## src/rtl/fb_pixel_writer.sv

```systemverilog
// Write-side engine for the 4-bit palette-index framebuffer: single-pixel writes over
// valid/ready plus a full-screen clear sweep, driving the RAM write port from registers.
module fb_pixel_writer #(
    parameter int unsigned H_RES  = 800,
    parameter int unsigned V_RES  = 480,
    parameter int unsigned PACKED = 0,
    parameter int unsigned ADDR_W = 19
) (
    input  logic              clk,
    input  logic              rst,
    input  logic              px_valid,
    output logic              px_ready,
    input  logic [9:0]        px_x,
    input  logic [9:0]        px_y,
    input  logic [3:0]        px_index,
    input  logic              clear_start,
    input  logic [3:0]        clear_index,
    output logic              busy,
    output logic              clear_done,
    output logic [ADDR_W-1:0] ram_addr,
    output logic [7:0]        ram_din,
    output logic [1:0]        ram_we
);

    localparam int unsigned DEPTH = (PACKED != 0) ? (H_RES * V_RES) / 2 : H_RES * V_RES;
    localparam int unsigned LW    = ADDR_W + 1;

    typedef enum logic [1:0] {StIdle, StClear, StDone} state_t;

    state_t            state;
    logic [ADDR_W-1:0] cnt;
    logic [LW-1:0]     lin;
    logic              in_range;
    logic              accept;
    logic [1:0]        fill_we;

    always_comb begin
        lin      = LW'(px_y) * LW'(H_RES) + LW'(px_x);
        in_range = (32'(px_x) < H_RES) && (32'(px_y) < V_RES);
        fill_we  = (PACKED != 0) ? 2'b11 : 2'b01;
    end

    // Clear has priority over a pixel presented in the same cycle.
    assign px_ready = (state == StIdle) && !clear_start;
    assign accept   = px_valid && px_ready;

    always_ff @(posedge clk or posedge rst) begin
        if (rst) begin
            state      <= StIdle;
            cnt        <= '0;
            ram_addr   <= '0;
            ram_din    <= '0;
            ram_we     <= 2'b00;
            busy       <= 1'b0;
            clear_done <= 1'b0;
        end else begin
            ram_we     <= 2'b00;
            clear_done <= 1'b0;
            case (state)
                StIdle: begin
                    if (clear_start) begin
                        state    <= StClear;
                        cnt      <= '0;
                        ram_addr <= '0;
                        ram_din  <= {clear_index, clear_index};
                        ram_we   <= fill_we;
                        busy     <= 1'b1;
                    end else if (accept && in_range) begin
                        if (PACKED != 0) begin
                            ram_addr <= lin[ADDR_W:1];
                            ram_din  <= {px_index, px_index};
                            ram_we   <= lin[0] ? 2'b10 : 2'b01;
                        end else begin
                            ram_addr <= lin[ADDR_W-1:0];
                            ram_din  <= {4'b0000, px_index};
                            ram_we   <= 2'b01;
                        end
                    end
                end
                StClear: begin
                    // cnt is the address currently on the port; ram_din still holds the fill.
                    if (cnt == ADDR_W'(DEPTH - 1)) begin
                        state      <= StDone;
                        busy       <= 1'b0;
                        clear_done <= 1'b1;
                    end else begin
                        cnt      <= cnt + 1'b1;
                        ram_addr <= cnt + 1'b1;
                        ram_we   <= fill_we;
                    end
                end
                StDone: begin
                    state <= StIdle;
                end
                default: begin
                    state <= StIdle;
                end
            endcase
        end
    end

endmodule

```

## config.mk

```make
export PLATFORM = sky130hd
export DESIGN_NAME = fb_pixel_writer
export DESIGN_NICKNAME = d
export VERILOG_FILES = /design/src/rtl/fb_pixel_writer.sv
export SDC_FILE = /design/constraint.sdc
export NUM_CORES = 1
export LEC_CHECK = 0
export ABC_CLOCK_PERIOD_IN_PS = 2070
export CORE_ASPECT_RATIO = 1.5
export CORE_UTILIZATION = 30
export CTS_CLUSTER_DIAMETER = 80
export DETAILED_ROUTE_END_ITERATION = 10
export GPL_TIMING_DRIVEN = 0
export MAX_ROUTING_LAYER = met4
export PLACE_DENSITY = 0.55
export SYNTH_ARGS = -nofsm -noshare
export SYNTH_HDL_FRONTEND = slang
export SYNTH_SLANG_ARGS = --single-unit
```

## constraint.sdc

```tcl
create_clock -name clk -period 2.07 [get_ports clk]
set_input_delay 0.207 -clock clk [delete_from_list [all_inputs] [get_ports clk]]
set_output_delay 0.207 -clock clk [all_outputs]
set_load 0.02 [all_outputs]
```

After elaboration in Yosys (flattened, before gate mapping)
Cells that the tools add are included.
- output and inout bits: 32
- flip-flop bits (word level): 52
- add/subtract/negate cells: 2
- eq/ne operators: 6
- multiply operators: 1
- reduce and logical (&&, ||, !) cells: 13
- $lt $le $gt $ge: 2
- mux-type cells: 20
- operators by type and width (kind ; number):
    two-way mux 19 bit ; 4
    one-hot mux 19 bit (2 select lines) ; 2
    adder 19 x 1 -> 19 bit (second input constant) ; 1
    adder 19 x 10 -> 19 bit ; 1
    equality test 19 bit (second input constant) ; 1
    two-way mux 8 bit ; 2
    multiplier 10 x 5 -> 14 bit (second input constant) ; 1
    < comparator 10 bit (second input constant) ; 1
    < comparator 10 x 9 -> 1 bit (second input constant) ; 1
    AND reduction 3 bit ; 3
    two-way mux 1 bit ; 7
    inequality test 2 bit (second input constant) ; 3
    logical AND 1 bit ; 4
    two-way mux 2 bit ; 2
    one-hot mux 1 bit (2 select lines) ; 2
    one-hot mux 2 bit (2 select lines) ; 1
    AND reduction 2 bit ; 2
    nonzero test 2 bit ; 2
    inequality test 3 x 2 -> 1 bit (second input constant) ; 1
    equality test 2 x 1 -> 1 bit (second input constant) ; 1
    logical NOT 2 bit ; 1
    logical NOT 1 bit ; 1

Longest topological paths before layout
Gate-level depths: netlist of run 1.
- depth after elaboration: 7
- mapped depth: 14
- depth with buffers taken out: 13

Worst setup path before layout of run 1
No wires, ideal clock.
- path kind: input-to-reg
- start point: input px_y[2]
- end point: register ram_addr[16]
- library setup time: 0.126 ns
- stages on the path: 12
- path slack: -1.250 ns
- arrival time: 3.194 ns
- buffers on the path: 1
- cell sequence: ha_1 -> ha_1 -> fa_1 -> ha_1 -> buf_6 -> xnor2_1 -> a2111oi_2 -> o211ai_2 -> nor4_4 -> nand2b_1 -> xnor2_1 -> a221o_1
- cells in the longest elaborated chain, start to end: 5
- elaborated cells on any way between the ends: 10
- ends and longest elaborated chain (what ; line ; source):
    start, declared ; 14 ; input logic [9:0] px_y,
    multiplier 10 x 5 -> 14 bit or < comparator 10 x 9 -> 1 bit (tied branches) ; 38, 39 ;
    adder 19 x 10 -> 19 bit or logical AND 1 bit (tied branches) ; 38, 39 ;
    two-way mux 19 bit or logical AND 1 bit (tied branches) ; 68 ; end else if (accept && in_range) begin
    two-way mux 19 bit or inequality test 3 x 2 -> 1 bit (tied branches) ; n/a ;
    one-hot mux 19 bit (2 select lines) or AND reduction 3 bit (tied branches) ; n/a ;
    end signal, assigned ; 70 ; ram_addr <= lin[ADDR_W:1];
    end signal, assigned ; 74 ; ram_addr <= lin[ADDR_W-1:0];
    end signal, assigned ; 88 ; ram_addr <= cnt + 1'b1;
    end, declared ; 20 ; output logic [ADDR_W-1:0] ram_addr,
Several ways; a longest one is shown, not always the timed one. The select of a mux whose other input is x is not followed.
A chain may end at the register's enable or synchronous reset.

Worst setup path in the final report of run 1
- start point: input px_y[8]
- end point: register ram_addr[18]
Same word-level chain as after synthesis.

==> run metrics, run 1 <==
commonest non-fill, non-tap cell in the layout=clkdlybuf4s50_1; post-route ant nets=0; row cnt=49; Syn Nets=493; design area=5860 um2; number of max-cap violations=0; Die Area=13,000 um2; most frequent cells in the layout=clkdlybuf4s50_1, dfrtp_1, buf_4; initial core utilization=0.310; Leak=2.58 nW; Min-Delay Path Class=in -> async; Peak VDD IR=373 uV; Num Clock Sinks=51; r2r setup slk=10 ps; DIE WIDTH=93.5 um; CP Class=in -> reg; final period utilization=1.42; Startpoint Class=input port; yosys warns=0; Netlist cell types=60; vias per inst=5.14; CTS tree=built; Clk Latency, worst-skew pair=300 ps; drt wl/cell=16.0 um; Final setup viols=8; gpl congestion=0.861; Period minus WS final=2950 ps; Post-synth EDFFs=0; dpl cell area=4770 um2; crit path DAT=3190 ps; Worst Path Max Fanout=9; Multi-input gate area=2890 um2; critical path endpoint category=flip-flop; antenna violations before repair=0; Register Area=1280 um2; port buffer count=62; fin nets=607; Post-CTS Hold Buffers=0; WP data required=2310 ps; relative slew slack=0.626; DRC Markers=0; Hold Fails Final Rpt=0; Post-Route WL=10,900 um; pwr dens=833 nW/um2; RSZ-0062 raised after global routing=yes; Final WS setup=-879 ps; via count=3,513; status=finished with violations; final-layout fill cell count=1,129; Total GRT Usage=0.177; failing checks=negative setup slack; root buf cell=clkbuf_16; Yosys reg bits=51; CTS Buf Count=5; Post-Syn Area per Cell=9.05 um2; DRT Pass-1 Iters=4; Final Util=0.483; dpl hpwl=7990 um; pin count of the biggest net entering global routing=40; die height=139 um; Main synth FF type=dfrtp_1; fmax=0.339 GHz; layout cell share with drive strength beyond 1=0.309; maximum clock path buffer count=2; Synth Cell Area=3770 um2; DR iter-0 viols=190; I/O pin count=64; Syn Inst Count=416; aggregate global routing overflow=0; first-pass GRT wire length=17,500 um; Worst-path clk slew=70 ps; Seq/Total Area, Yosys=0.339; ANT cells=0; Max Slew Vio Count=0; Syn-to-layout area delta=55.6%; Worst-Margin Slew=561 ps; H-tree levels=2; Post-synth ARST share=1.00; core footprint=12,100 um2; Setup Skew=5.46 ps; vias in the first global route=3,618
[cells by family after synthesis]
group           synth area share
other cells             0.000996
mux                       0.0203
compound gates             0.183
flops                      0.339
simple gates               0.170
xor+xnor                  0.0744
buf+inv                   0.0512
fa+ha+maj                  0.161
[state kept, by name, indices dropped and copies added, names as in the netlist]
register and cells:
busy 1, clear_done 1, cnt 19, ram_addr 19, ram_din 8, ram_we 1, state 2
[power by group]
part           switching, mW  internal, mW
sequential             0.146          1.18
combinational           1.29          1.29
clock                  0.377         0.602
[synth_stat cells (3+ instances only)]
library cell / n / share of area
xnor2_1: 16 / 0.037
a21oi_1: 27 / 0.036
xor2_1: 16 / 0.037
a22o_1: 4 / 0.0093
dfrtp_1: 51 / 0.34
nand2_1: 45 / 0.045
o21ai_1: 8 / 0.011
buf_2: 4 / 0.0053
nand4_1: 8 / 0.013
o21ai_0: 29 / 0.039
fa_1: 6 / 0.032
o31ai_1: 3 / 0.0060
a22oi_1: 3 / 0.0060
a21o_1: 12 / 0.024
nor3b_1: 3 / 0.0060
nor2_1: 27 / 0.027
nor3_1: 8 / 0.011
inv_1: 25 / 0.025
buf_4: 3 / 0.0060
ha_1: 39 / 0.13
nand2b_1: 3 / 0.0050
clkbuf_1: 11 / 0.011
a222oi_1: 3 / 0.0080
nand3_1: 15 / 0.020
mux2_1: 4 / 0.012
nor4_1: 4 / 0.0066
[worst max-delay path, cell delays in order]
cell and delay [ps]:
clkdlybuf4s50_1 530, ha_1 260, ha_1 310, ha_1 340, ha_4 300, a21oi_2 150
nand2_1 60, a21o_1 180, o21a_1 170, or3b_1 360, mux2_4 270, nand2_1 50
[metal layers]
layer / track usage / vias up / share of wire
met3: 0.0109 / 24 / 0.026
met2: 0.335 / 77 / 0.58
li1: - / 1696 / -
met5: - / - / 0
met1: 0.182 / 1716 / 0.36
met4: 0.0794 / 0 / 0.033
[metrics by stage]
step	setup TNS, ps	power (mW)	setup slack, ps	std cells	hold slack (ps)
after floorplan	-5300	2.60	-983	416	347
after CTS	-5430	4.64	-899	668	184
final	-5030	4.88	-879	684	177
after global placement	-58560	3.17	-1830	631	465
after global routing	-6450	5.18	-962	684	204
after detailed placement	-35510	3.22	-1860	632	469
[path summary, 6_finish.rpt]
kind,startpoint,endpoint,cells past startpoint
min in group clk,ram_addr[0],ram_addr[0],2
max in group asynchronous,rst,cnt[10],3
worst max-delay path,px_y[8],ram_addr[18],12
worst min register to register,ram_addr[0],ram_addr[0],2
worst min-delay path,rst,ram_din[2],2
worst max register to register,cnt[1],ram_addr[17],10
[final cells by class]
cell class,instances,area share
repair buffers,112,0.189
multi-input cells,320,0.493
clock inverters,2,0.00598
inverters,26,0.0171
clock buffers,6,0.0237
flip-flops and latches,51,0.218
well taps,153,0.0327
plain buffers,14,0.0203
[what timing repair did]
| item | 4_1_cts | 5_1_grt |
|---|---|---|
| setup buffers | 30 | 16 |
| pin swaps | 42 | 34 |
| setup endpoints to repair | 49 | 38 |
| cloned | 0 | 3 |
| resized for setup | 101 | 56 |
Note: power is estimated with default switching activity, not from simulation.
==> run 2: changes to the inputs <==
Settings changed: CTS_BUF_LIST from default to sky130_fd_sc_hd__clkbuf_4 sky130_fd_sc_hd__clkbuf_8, PLACE_DENSITY 0.55 to default.
==> run metrics, run 2 (same netlist as run 1, synthesis figures left out) <==
status=finished with violations (unchanged); failing checks=negative setup slack (unchanged); commonest non-fill, non-tap cell in the layout=clkdlybuf4s50_1 (unchanged); row cnt=49 (unchanged); Die Area=13,000 um2 (unchanged); relative slew slack=0.598 (was 0.626); final-layout fill cell count=1,125 (was 1,129); crit path DAT=3200 ps (was 3190 ps); Clk Latency, worst-skew pair=320 ps (was 300 ps); gpl congestion=0.855 (was 0.861); Startpoint Class=input port (unchanged); Syn-to-layout area delta=51.5% (was 55.6%); Largest regs=cnt: 19 flops, ram_addr: 19 flops, ram_din: 8 flops (unchanged); Worst-path clk slew=90 ps (was 70 ps); Leak=2.50 nW (was 2.58 nW); Final Util=0.470 (was 0.483); DRC Markers=0 (unchanged); Num Clock Sinks=51 (unchanged); via count=3,477 (was 3,513); vias in the first global route=3,521 (was 3,618); Worst Path Max Fanout=9 (unchanged); H-tree levels=2 (unchanged); CTS tree=built (unchanged); Total GRT Usage=0.174 (was 0.177); critical path's slowest cell=clkdlybuf4s50_1 (unchanged); DIE WIDTH=93.5 um (unchanged); Register Area=1280 um2 (unchanged); final non-filler cell total=678 (was 684); critical path endpoint category=flip-flop (unchanged); FF-to-FF Start=cnt[10] (was cnt[1]); Placed Cells=632 (unchanged); final period utilization=1.42 (about the same); DRT Pass-1 Iters=4 (unchanged); Worst-Margin Slew=603 ps (was 561 ps); pin count of the biggest net entering global routing=38 (was 40); most frequent cells in the layout=clkdlybuf4s50_1, dfrtp_1, nand2_1 (was clkdlybuf4s50_1, dfrtp_1, buf_4); I/O pin count=64 (unchanged); DR iter-0 viols=144 (was 190); fin nets=601 (was 607); CP Class=in -> reg (unchanged); root buf cell=clkbuf_8 (was clkbuf_16); dpl hpwl=7820 um (was 7990 um); layout cell share with drive strength beyond 1=0.293 (was 0.309); crit-path max cell delay=510 ps (was 530 ps); initial core utilization=0.310 (unchanged); power after layout=4.60 mW (was 4.88 mW); Fin Setup TNS=-4950 ps (was -5030 ps); design area=5710 um2 (was 5860 um2); Period minus WS final=2940 ps (was 2950 ps); Peak VDD IR=375 uV (was 373 uV); maximum clock path buffer count=2 (unchanged); Multi-input gate area=2840 um2 (was 2890 um2); pwr dens=805 nW/um2 (was 833 nW/um2); Final WS setup=-868 ps (was -879 ps); Setup Skew=10.8 ps (was 5.46 ps); antenna violations before repair=0 (unchanged); Min-Delay Path Class=in -> async (unchanged); WP data required=2330 ps (was 2310 ps); Hold Fails Final Rpt=0 (unchanged); die height=139 um (unchanged); number of max-cap violations=0 (unchanged); Top cell by count, worst path=ha_1 (unchanged); Post-Place Worst Slack=-1820 ps (was -1860 ps); drt wl/cell=16.0 um (about the same); Min Hold Slack=163 ps (was 177 ps); port buffer count=62 (unchanged); reg-to-reg endpoint=ram_addr[17] (unchanged); fmax=0.340 GHz (was 0.339 GHz); CTS Buf Count=5 (unchanged); vias per inst=5.13 (was 5.14); dpl cell area=4770 um2 (unchanged); Max Slew Vio Count=0 (unchanged); Cell Chain, Critical Path=clkdlybuf4s50_1 > ha_1 > ha_1 > ha_1 > ha_4 > a21oi_1 > nand2_1 > a21o_1 > o21a_1 > or3b_1 > mux2_4 > nand2_1 (was clkdlybuf4s50_1 > ha_1 > ha_1 > ha_1 > ha_4 > a21oi_2 > nand2_1 > a21o_1 > o21a_1 > or3b_1 > mux2_4 > nand2_1); Final setup viols=9 (was 8); first-pass GRT wire length=17,300 um (was 17,500 um); aggregate global routing overflow=0 (unchanged); reg2reg path depth=9 (was 10); ANT cells=0 (unchanged); Post-CTS Hold Buffers=0 (unchanged); core footprint=12,100 um2 (unchanged); RSZ-0062 raised after global routing=yes (unchanged); Post-Route WL=10,900 um (about the same); post-route ant nets=0 (unchanged); r2r setup slk=-60 ps (was 10 ps)
-- run 2: cell types whose count changed in the layout (fill, tap and decap cells not counted), moves of 4 or more --
cell       before  now
clkbuf_8        2    6
o21ai_0        17   22
clkbuf_16       8    3
a21oi_1        15   20
o21ai_2         2    6
buf_4          45   36
o21ai_1        15    7
a21oi_2        10    5
-- run 2: timing repair --
item / in CTS / in global routing
setup endpoints to repair: 47 / 35
gates cloned: 0 / 3
pin swaps: 46 / 29
setup buffers: 21 / 17
resized for setup: 95 / 53
-- run 2: critical path, delay by kind of cell --
family          cells  cell delay, ps
compound gates      3             520
fa+ha+maj           4            1200
buf+inv             1             510
mux                 1             270
simple gates        3             490
-- run 2: worst max-delay path by stage --
stage,slack [ps],endpoint,from,cells after the start
after global routing,-1000,ram_addr[18],px_y[3],13
after CTS,-870,ram_addr[18],px_y[3],13
final,-870,ram_addr[18],px_y[8],12
after detailed placement,-1820,ram_addr[18],px_y[5],14
after floorplan,-980,ram_addr[18],px_y[5],14
after global placement,-1810,ram_addr[18],px_y[5],15
-- run 2: layer usage --
metal  wire [um]  vias up  GRT usage
met2        6370       60      0.334
met3         226       23     0.0158
met1        3940     1709      0.180
met4         327        0     0.0559
li1            -     1685          -
met5           0        -          -
-- run 2: final cells by class --
class                           count  share of cell area
Clock buffer                        5              0.0121
Buffer                             16              0.0241
Timing Repair Buffer              104               0.179
Inverter                           26              0.0175
Tap cell                          153              0.0335
Clock inverter                      3              0.0118
Sequential cell                    51               0.224
Multi-Input combinational cell    320               0.498
-- run 2: power breakdown --
part           leakage (nW)  total [mW]  switching (mW)  internal (mW)
sequential            0.667        1.33           0.154           1.18
clock                0.0644       0.842           0.360          0.482
combinational          1.76        2.42            1.22           1.20
total                  2.50        4.60            1.74           2.86
==> run 3: changes to the inputs <==
Settings changed: HOLD_SLACK_MARGIN from default to 0.1.
==> results of run 3 <==
The final DEF is identical to that of run 2; final timing and power are the same.
